## src/rtl/vect_pkg.sv

```systemverilog
// Shared vector types, FSM states and a signed clamp helper.
// Used by the FIR accumulator, alu_vect_2 and their benches.
package vect_pkg;

  localparam int LANE_W = 8;
  localparam int LANES  = 4;

  typedef logic signed [LANE_W-1:0] lane_t;
  typedef lane_t [0:LANES-1]        vec_t;

  typedef enum logic {
    ACCUM,
    HOLD
  } state_t;

  // Clamp v into the signed range of a w-bit number.
  function automatic logic signed [63:0] sat_to(
    input logic signed [63:0] v,
    input int                 w
  );
    logic signed [63:0] hi;
    logic signed [63:0] lo;
    hi = (64'sd1 <<< (w - 1)) - 64'sd1;
    lo = -(64'sd1 <<< (w - 1));
    if (v > hi) return hi;
    if (v < lo) return lo;
    return v;
  endfunction

endpackage

```

## src/rtl/vect_lane_sum.sv

```systemverilog
// Combinational full-width signed reduction of M lanes.
// Ports: i_data (M lanes of N bits), o_sum (N+clog2(M) bits).
module vect_lane_sum #(
  parameter int N = 8,
  parameter int M = 4
) (
  input  logic [0:M-1][N-1:0]           i_data,
  output logic signed [N+$clog2(M)-1:0] o_sum
);

  localparam int SW = N + $clog2(M);

  always_comb begin
    o_sum = '0;
    for (int i = 0; i < M; i++) begin
      o_sum = o_sum + SW'($signed(i_data[i]));
    end
  end

endmodule

```

## src/rtl/vect_fir_accum.sv

```systemverilog
// FIR tap accumulator: reduces lane products per beat, sums beats
// per sample, rounds/shifts/saturates and hands out via valid/ready.
// Ports: clk, rst_n, in_valid/in_ready/in_data/in_last (beats),
// out_valid/out_ready/out_data/out_sat/out_beats (samples).
module vect_fir_accum
  import vect_pkg::*;
#(
  parameter int N     = 8,
  parameter int M     = 4,
  parameter int ACC_W = 24,
  parameter int OUT_W = 16,
  parameter int SHIFT = 0,
  parameter int CNT_W = 8
) (
  input  logic                    clk,
  input  logic                    rst_n,
  input  logic                    in_valid,
  output logic                    in_ready,
  input  logic [0:M-1][N-1:0]     in_data,
  input  logic                    in_last,
  output logic                    out_valid,
  input  logic                    out_ready,
  output logic signed [OUT_W-1:0] out_data,
  output logic                    out_sat,
  output logic [CNT_W-1:0]        out_beats
);

  localparam int SW = N + $clog2(M);
  localparam logic signed [ACC_W:0] RND =
    (ACC_W+1)'((1 << SHIFT) >> 1);

  state_t                  r_state;
  state_t                  w_state_nxt;
  logic signed [ACC_W-1:0] r_acc;
  logic signed [ACC_W-1:0] w_acc_nxt;
  logic                    r_ovf;
  logic                    w_ovf_nxt;
  logic [CNT_W-1:0]        r_cnt;
  logic [CNT_W-1:0]        w_cnt_nxt;
  logic signed [SW-1:0]    w_lane_sum;
  logic signed [ACC_W:0]   w_sum_wide;
  logic signed [ACC_W:0]   w_rnd;
  logic signed [ACC_W:0]   w_shr;
  logic signed [63:0]      w_shr64;
  logic signed [63:0]      w_sat64;
  logic                    w_acc_sat;
  logic                    w_clamp;
  logic                    w_acc_wr;
  logic                    w_load;

  vect_lane_sum #(
    .N (N),
    .M (M)
  ) u_sum (
    .i_data (in_data),
    .o_sum  (w_lane_sum)
  );

  // acc is always zero in HOLD, so a beat taken there
  // naturally starts a fresh sample.
  assign w_sum_wide = (ACC_W+1)'(r_acc)
                    + (ACC_W+1)'(w_lane_sum);
  assign w_acc_sat  = w_sum_wide[ACC_W] ^ w_sum_wide[ACC_W-1];

  always_comb begin
    w_acc_nxt = w_sum_wide[ACC_W-1:0];
    if (w_acc_sat) begin
      w_acc_nxt = w_sum_wide[ACC_W]
                ? {1'b1, {(ACC_W-1){1'b0}}}
                : {1'b0, {(ACC_W-1){1'b1}}};
    end
  end

  assign w_ovf_nxt = r_ovf | w_acc_sat;
  assign w_cnt_nxt = (&r_cnt) ? r_cnt : r_cnt + 1'b1;

  // One extra bit keeps the rounding add from wrapping.
  assign w_rnd   = (ACC_W+1)'(w_acc_nxt) + RND;
  assign w_shr   = w_rnd >>> SHIFT;
  assign w_shr64 = 64'(w_shr);
  assign w_sat64 = sat_to(w_shr64, OUT_W);
  assign w_clamp = (w_sat64 != w_shr64);

  always_comb begin
    w_state_nxt = r_state;
    in_ready    = 1'b1;
    out_valid   = 1'b0;
    w_acc_wr    = 1'b0;
    w_load      = 1'b0;
    unique case (r_state)
      ACCUM: begin
        if (in_valid) begin
          if (in_last) begin
            w_load      = 1'b1;
            w_state_nxt = HOLD;
          end else begin
            w_acc_wr = 1'b1;
          end
        end
      end
      HOLD: begin
        out_valid = 1'b1;
        in_ready  = out_ready;
        if (out_ready) begin
          if (in_valid && in_last) begin
            w_load = 1'b1;
          end else begin
            w_state_nxt = ACCUM;
            w_acc_wr    = in_valid;
          end
        end
      end
      default: ;
    endcase
  end

  always_ff @(posedge clk or negedge rst_n) begin
    if (!rst_n) begin
      r_state   <= ACCUM;
      r_acc     <= '0;
      r_ovf     <= 1'b0;
      r_cnt     <= '0;
      out_data  <= '0;
      out_sat   <= 1'b0;
      out_beats <= '0;
    end else begin
      r_state <= w_state_nxt;
      if (w_load) begin
        r_acc     <= '0;
        r_ovf     <= 1'b0;
        r_cnt     <= '0;
        out_data  <= OUT_W'(w_sat64);
        out_sat   <= w_ovf_nxt | w_clamp;
        out_beats <= w_cnt_nxt;
      end else if (w_acc_wr) begin
        r_acc <= w_acc_nxt;
        r_ovf <= w_ovf_nxt;
        r_cnt <= w_cnt_nxt;
      end
    end
  end

endmodule

```

## config.mk

```make
export PLATFORM = sky130hd
export DESIGN_NAME = vect_fir_accum
export DESIGN_NICKNAME = d
export VERILOG_FILES = /design/src/rtl/vect_pkg.sv /design/src/rtl/vect_lane_sum.sv /design/src/rtl/vect_fir_accum.sv
export SDC_FILE = /design/constraint.sdc
export NUM_CORES = 1
export LEC_CHECK = 0
export BUFFER_PORTS_ARGS = -buffer_cell sky130_fd_sc_hd__buf_2
export CAP_MARGIN = 5
export CELL_PAD_IN_SITES_DETAIL_PLACEMENT = 0
export CELL_PAD_IN_SITES_GLOBAL_PLACEMENT = 1
export CORE_MARGIN = 5
export CORE_UTILIZATION = 45
export DETAILED_ROUTE_END_ITERATION = 16
export PLACE_DENSITY_LB_ADDON = 0.05
export SLEW_MARGIN = 10
export SYNTH_ARGS = -nofsm -noshare
export SYNTH_HDL_FRONTEND = slang
export SYNTH_HIERARCHICAL = 1
export SYNTH_SLANG_ARGS = --single-unit
```

## constraint.sdc

```tcl
create_clock -name clk -period 5.2 [get_ports clk]
set_input_delay 0.26 -clock clk [delete_from_list [all_inputs] [get_ports clk]]
set_output_delay 0.26 -clock clk [all_outputs]
set_load 0.05 [all_outputs]
```

Word-level counts from Yosys, hierarchy flattened
Cells that the tools add are included.
Storage, ports and cells
  output and inout bits: 27
  register bits: 59
Cells by class
  equality and inequality tests: 1
  reductions and logical operators: 3
  bitwise logic cells: 4
  muxes and demuxes: 30
  $add $sub $neg: 5
  order comparisons: 2
Operators by type and width (number)
  $mux 64: 4
  $mux 24: 4
  $ne 64x24->1: 1
  $add 24x10->25: 1
  $gt 24x16->1 const B: 1
  $lt 24x16->1 const B: 1
  $mux 8: 3
  $mux 1: 16
  $add 10x8->10: 1
  $add 9x8->10: 1
  $add 8x8->9: 1
  $add 8x1->8 const B: 1
  $reduce_and 8->1: 1
  $pmux 1 s2: 3
  $or 1x1->1: 2
  $reduce_bool 2->1: 1
  $logic_and 1x1->1: 1
  $not 1->1: 1
  $xor 1x1->1: 1

Logic depth before layout (Yosys ltp)
  depth in word-level cells: 13
  depth in mapped cells: 25
  mapped depth without buffers: 24

Hierarchy
Netlist, hierarchy kept.
Modules (own cells, without submodules)
  vect_fir_accum: area an instance 4369.2 um2, times used 1, cells an instance 500
  vect_lane_sum: area an instance 809.5 um2, times used 1, cells an instance 93

Least setup slack after synthesis
Ideal clock, no wire load.
  path kind: input to register
  from: input port in_data[1] (netlist name)
  to: register out_sat
  data required time: 5.074 ns
  path buffers: 1
  slack: -1.387 ns
  cell stages on the path: 25
  setup time: 0.126 ns
  arrival: 6.461 ns
  cells stage by stage: inv_1 > fa_1 > inv_1 > fa_1 > ha_1 > fa_1 > a21o_2 > a21oi_2 > o31ai_2 > xnor2_1 > ha_1 > buf_6 > and2_4 > a31o_1 > or3b_4 > o211ai_2 > o311ai_4 > nor4b_2 > nand4_1 > or4_1 > ha_1 > nor3_1 > a31oi_1 > or2_2 > o32a_1
On the way
  longest elaborated chain between the ends: 11
Ends and longest elaborated chain
  start, declared: RTL line vect_fir_accum.sv:19  | input logic [0:M-1][N-1:0] in_data,
  $add 10x8->10 *: RTL line vect_lane_sum.sv:16  | o_sum = o_sum + SW'($signed(i_data[i]));
  named net w_lane_sum[9]: RTL line vect_fir_accum.sv:40  | logic signed [SW-1:0] w_lane_sum;
  $add 24x10->25 *: RTL line vect_fir_accum.sv:62  | + (ACC_W+1)'(w_lane_sum);
  $mux 24 / $xor 1x1->1 (equally long branches): RTL line vect_fir_accum.sv:69, vect_fir_accum.sv:63
  $mux 24: RTL line vect_fir_accum.sv:67  | if (w_acc_sat) begin
  $lt 24x16->1: RTL line vect_pkg.sv:26  | if (v < lo) return lo;
  $mux 1 (2 in series): RTL line vect_pkg.sv:26
  $mux 64: RTL line vect_pkg.sv:27  | return v;
  $mux 64: RTL line vect_pkg.sv:26
  $ne 64x24->1: RTL line vect_fir_accum.sv:82  | assign w_clamp = (w_sat64 != w_shr64);
  $or 1x1->1 *: RTL line vect_fir_accum.sv:133  | out_sat <= w_ovf_nxt | w_clamp;
  end signal, assigned: RTL line vect_fir_accum.sv:133
  end, declared: RTL line vect_fir_accum.sv:24  | output logic out_sat,
The timed path passes the listed nets; every way through them passes the cells marked *. The select of a mux whose other input is x is not followed.
A chain may end at the register's enable or synchronous reset.

Worst setup path after layout
Same ends and word-level chain as after synthesis.

==> results_dict.tcl <==
set metrics [dict create \
    outcome "complete, but fails checks" \
    violations "negative setup slack" \
    cp.buffers_inverters 4 \
    grt-ovfl-total 0 \
    netlist_area_um2 5180 \
    skew_ns 0.0117 \
    place_area_um2 6550 \
    worstPathRequired_ns 5.41 \
    fin_crit_sh_pct 113 \
    coreArea_um2 11400 \
    antenna_found_initial 0 \
    routed_via_density 5.40 \
    final.setup.tns_ns -7.75 \
    ys_seq_elements 59 \
    synth_enable_flop_cells 0 \
    via_count 5010 \
    wl_per_cell_um 15.5 \
    start_util_pct 45.5 \
    row_count 39 \
    yosys.area.top_type "dfrtp_1" \
    numClockSinks 59 \
    cts_htree_levels 3 \
    cts_made_buffers 9 \
    clk-insertion-delay-late_ns 0.33 \
    route.detailed.drc 0 \
    stdcell_area_um2 7330 \
    min_path_type "in2async" \
    cts_hold_buf 0 \
    synth_top_area_share_pct 28.5 \
    dieArea_um2 13800 \
    setup_viol 17 \
    maxSlewHeadroom_pct 43.8 \
    final_antenna_net_count 0 \
    die_y_um 117 \
    synth.avg_cell_area_um2 8.73 \
    portBuffers 63 \
    synth_nets 683 \
    netlist_instances 593 \
    dpl.hpwl_mm 11.0 \
    cp_max_fo 5 \
    grt_max_degree 60 \
    synth.area.top_cells "dfrtp_1 (29%), ha_1 (8.5%), fa_1 (7.0%)" \
    grt_pass1_wl_mm 23.6 \
    max_stage_delay_ns 0.56 \
    ys.flop_type "dfrtp_1" \
    clk_path_buf_depth 2 \
    layout-drive-gt1-share_pct 38.5 \
    hold_viol 0 \
    synthArstFlopShare_pct 100 \
    cts_tree "yes" \
    cts-root-buf "clkbuf_16" \
    tightest_slew_ns 0.843 \
    drt_wl_total_mm 14.4 \
    critPathCaptureType "flip-flop" \
    slowest_stage "or4_4" \
    cpLargestDelayFamily "simple AND/OR/NAND/NOR gates" \
    firstDrtPassIters 4 \
    max_freq_ghz 0.169 \
    rsz0062_at_grt "yes" \
    period_minus_slack_ns 5.90 \
    io_pins 64 \
    drtIter0Drc 234 \
    clkSlewWorstSetupHoldPaths_ns 0.05 \
    nets 869 \
    cp.arrival_ns 6.11 \
    grt_pass1_vias 5077 \
    path_class "in2reg" \
    crit_path_start_kind "input pin" \
    antennaDiodeCount 0 \
    ys_types 77 \
    fin_ws_ns -0.702 \
    yosysSeqAreaShare_pct 28.5 \
    routabilityCongestion 0.886 \
    track_usage_pct 21.5 \
    ys_warn_count 6 \
    slew_viol_final 0 \
    holdWs_ns 0.0831 \
    die_x_um 117 \
    maxCapViolCount 0 \
    area.growth.synth_to_final_pct 41.6 \
]
==> area by class of cell <==
cell class / instances / area [um^2]
well taps: 143 / 179
clock buffers: 9 / 225
multi-input cells: 459 / 3730
clock inverters: 7 / 76.3
inverters: 49 / 191
repair buffers: 201 / 1450
fillers: 984 / 4040
flip-flops and latches: 59 / 1480
==> synthesized netlist by cell type (all sizes together), types with 12 or more instances <==
master / instances
nand3: 14
clkbuf: 14
buf: 12
o22a: 17
maj3: 12
xor2: 12
o21ai: 48
nor3: 17
xnor2: 18
dfrtp: 59
inv: 49
ha: 35
nand2: 56
fa: 18
a21oi: 41
nor2: 51
==> sequential cells by signal, indices dropped and copies added, names as in the netlist <==
name       count
out_beats      8
out_data      16
out_sat        1
r_acc         24
r_cnt          8
r_ovf          1
r_state        1
==> worst reg2reg max path: cells and delay by family (launching register included) <==
kind | cells | cell delay (ns)
compound gates | 5 | 1.23
xor+xnor | 1 | 0.16
fa+ha+maj | 3 | 0.77
buf+inv | 1 | 0.06
flops | 1 | 0.36
simple gates | 6 | 1.46
==> path summary, 6_finish.rpt <==
check | end | slack, ns | start | depth (start not counted)
max reg2reg | out_sat | 1.04 | r_acc[0] | 16
min reg2reg | out_beats[7] | 0.47 | out_beats[7] | 2
min in group clk | r_state | 0.16 | in_valid | 3
min | r_acc[19] | 0.08 | rst_n | 2
max in group asynchronous | r_acc[6] | 4.61 | rst_n | 2
max | out_sat | -0.70 | in_data[1] | 26
==> logic make-up (layout without fill, tap and decap cells) <==
| group | Yosys count | in the layout | share of synthesized area [%] |
|---|---|---|---|
| flip-flops | 59 | 59 | 28.5 |
| buffers and inverters | 75 | 266 | 6.02 |
| XOR/XNOR | 30 | 30 | 5.22 |
| AND/OR/NAND/NOR | 186 | 186 | 17.8 |
| AO/OA/AOI/OAI | 176 | 176 | 24.4 |
| multiplexers | 2 | 2 | 0.387 |
| adder cells (fa/ha/maj) | 65 | 65 | 17.7 |
==> through the flow <==
step / utilization (%) / setup slack (ns) / cells
2_1_floorplan: - / -0.867 / 593
3_3_place_gp: 57.6 / -1.04 / 898
3_5_place_dp: 57.6 / -1.17 / 898
4_1_cts: 62.3 / -0.678 / 920
5_1_grt: 64.5 / -0.887 / 927
6_report: 64.5 / -0.702 / 927
==> per-layer routing <==
metal	routed length [um]	vias up	track usage, %
met5	0	-	0
met4	309	0	6.04
met3	532	26	3.70
met2	7230	97	37.7
met1	6290	2396	27.1
li1	-	2491	-
==> placed cells by master, fill, tap and decap left out, types with 14 or more instances in the layout <==
master and instances:
xnor2_1 16, dfrtp_1 59, inv_1 46, buf_2 62, nand3_1 14, buf_4 126, a21oi_1 36, nor2_1 39
o22a_1 17, ha_1 24, fa_1 17, o21ai_0 31, nand2_1 55
==> what timing repair did <==
action / in CTS / in global routing
gates cloned: 0 / 0
endpoints found under the setup margin: 31 / 39
buffers inserted: 7 / 7
pin swaps: 7 / 14
gates resized for setup: 35 / 50
Power is left out: the tool's default activity adds up to more than one toggle a clock period on the data nets, which glitch-free logic cannot reach.
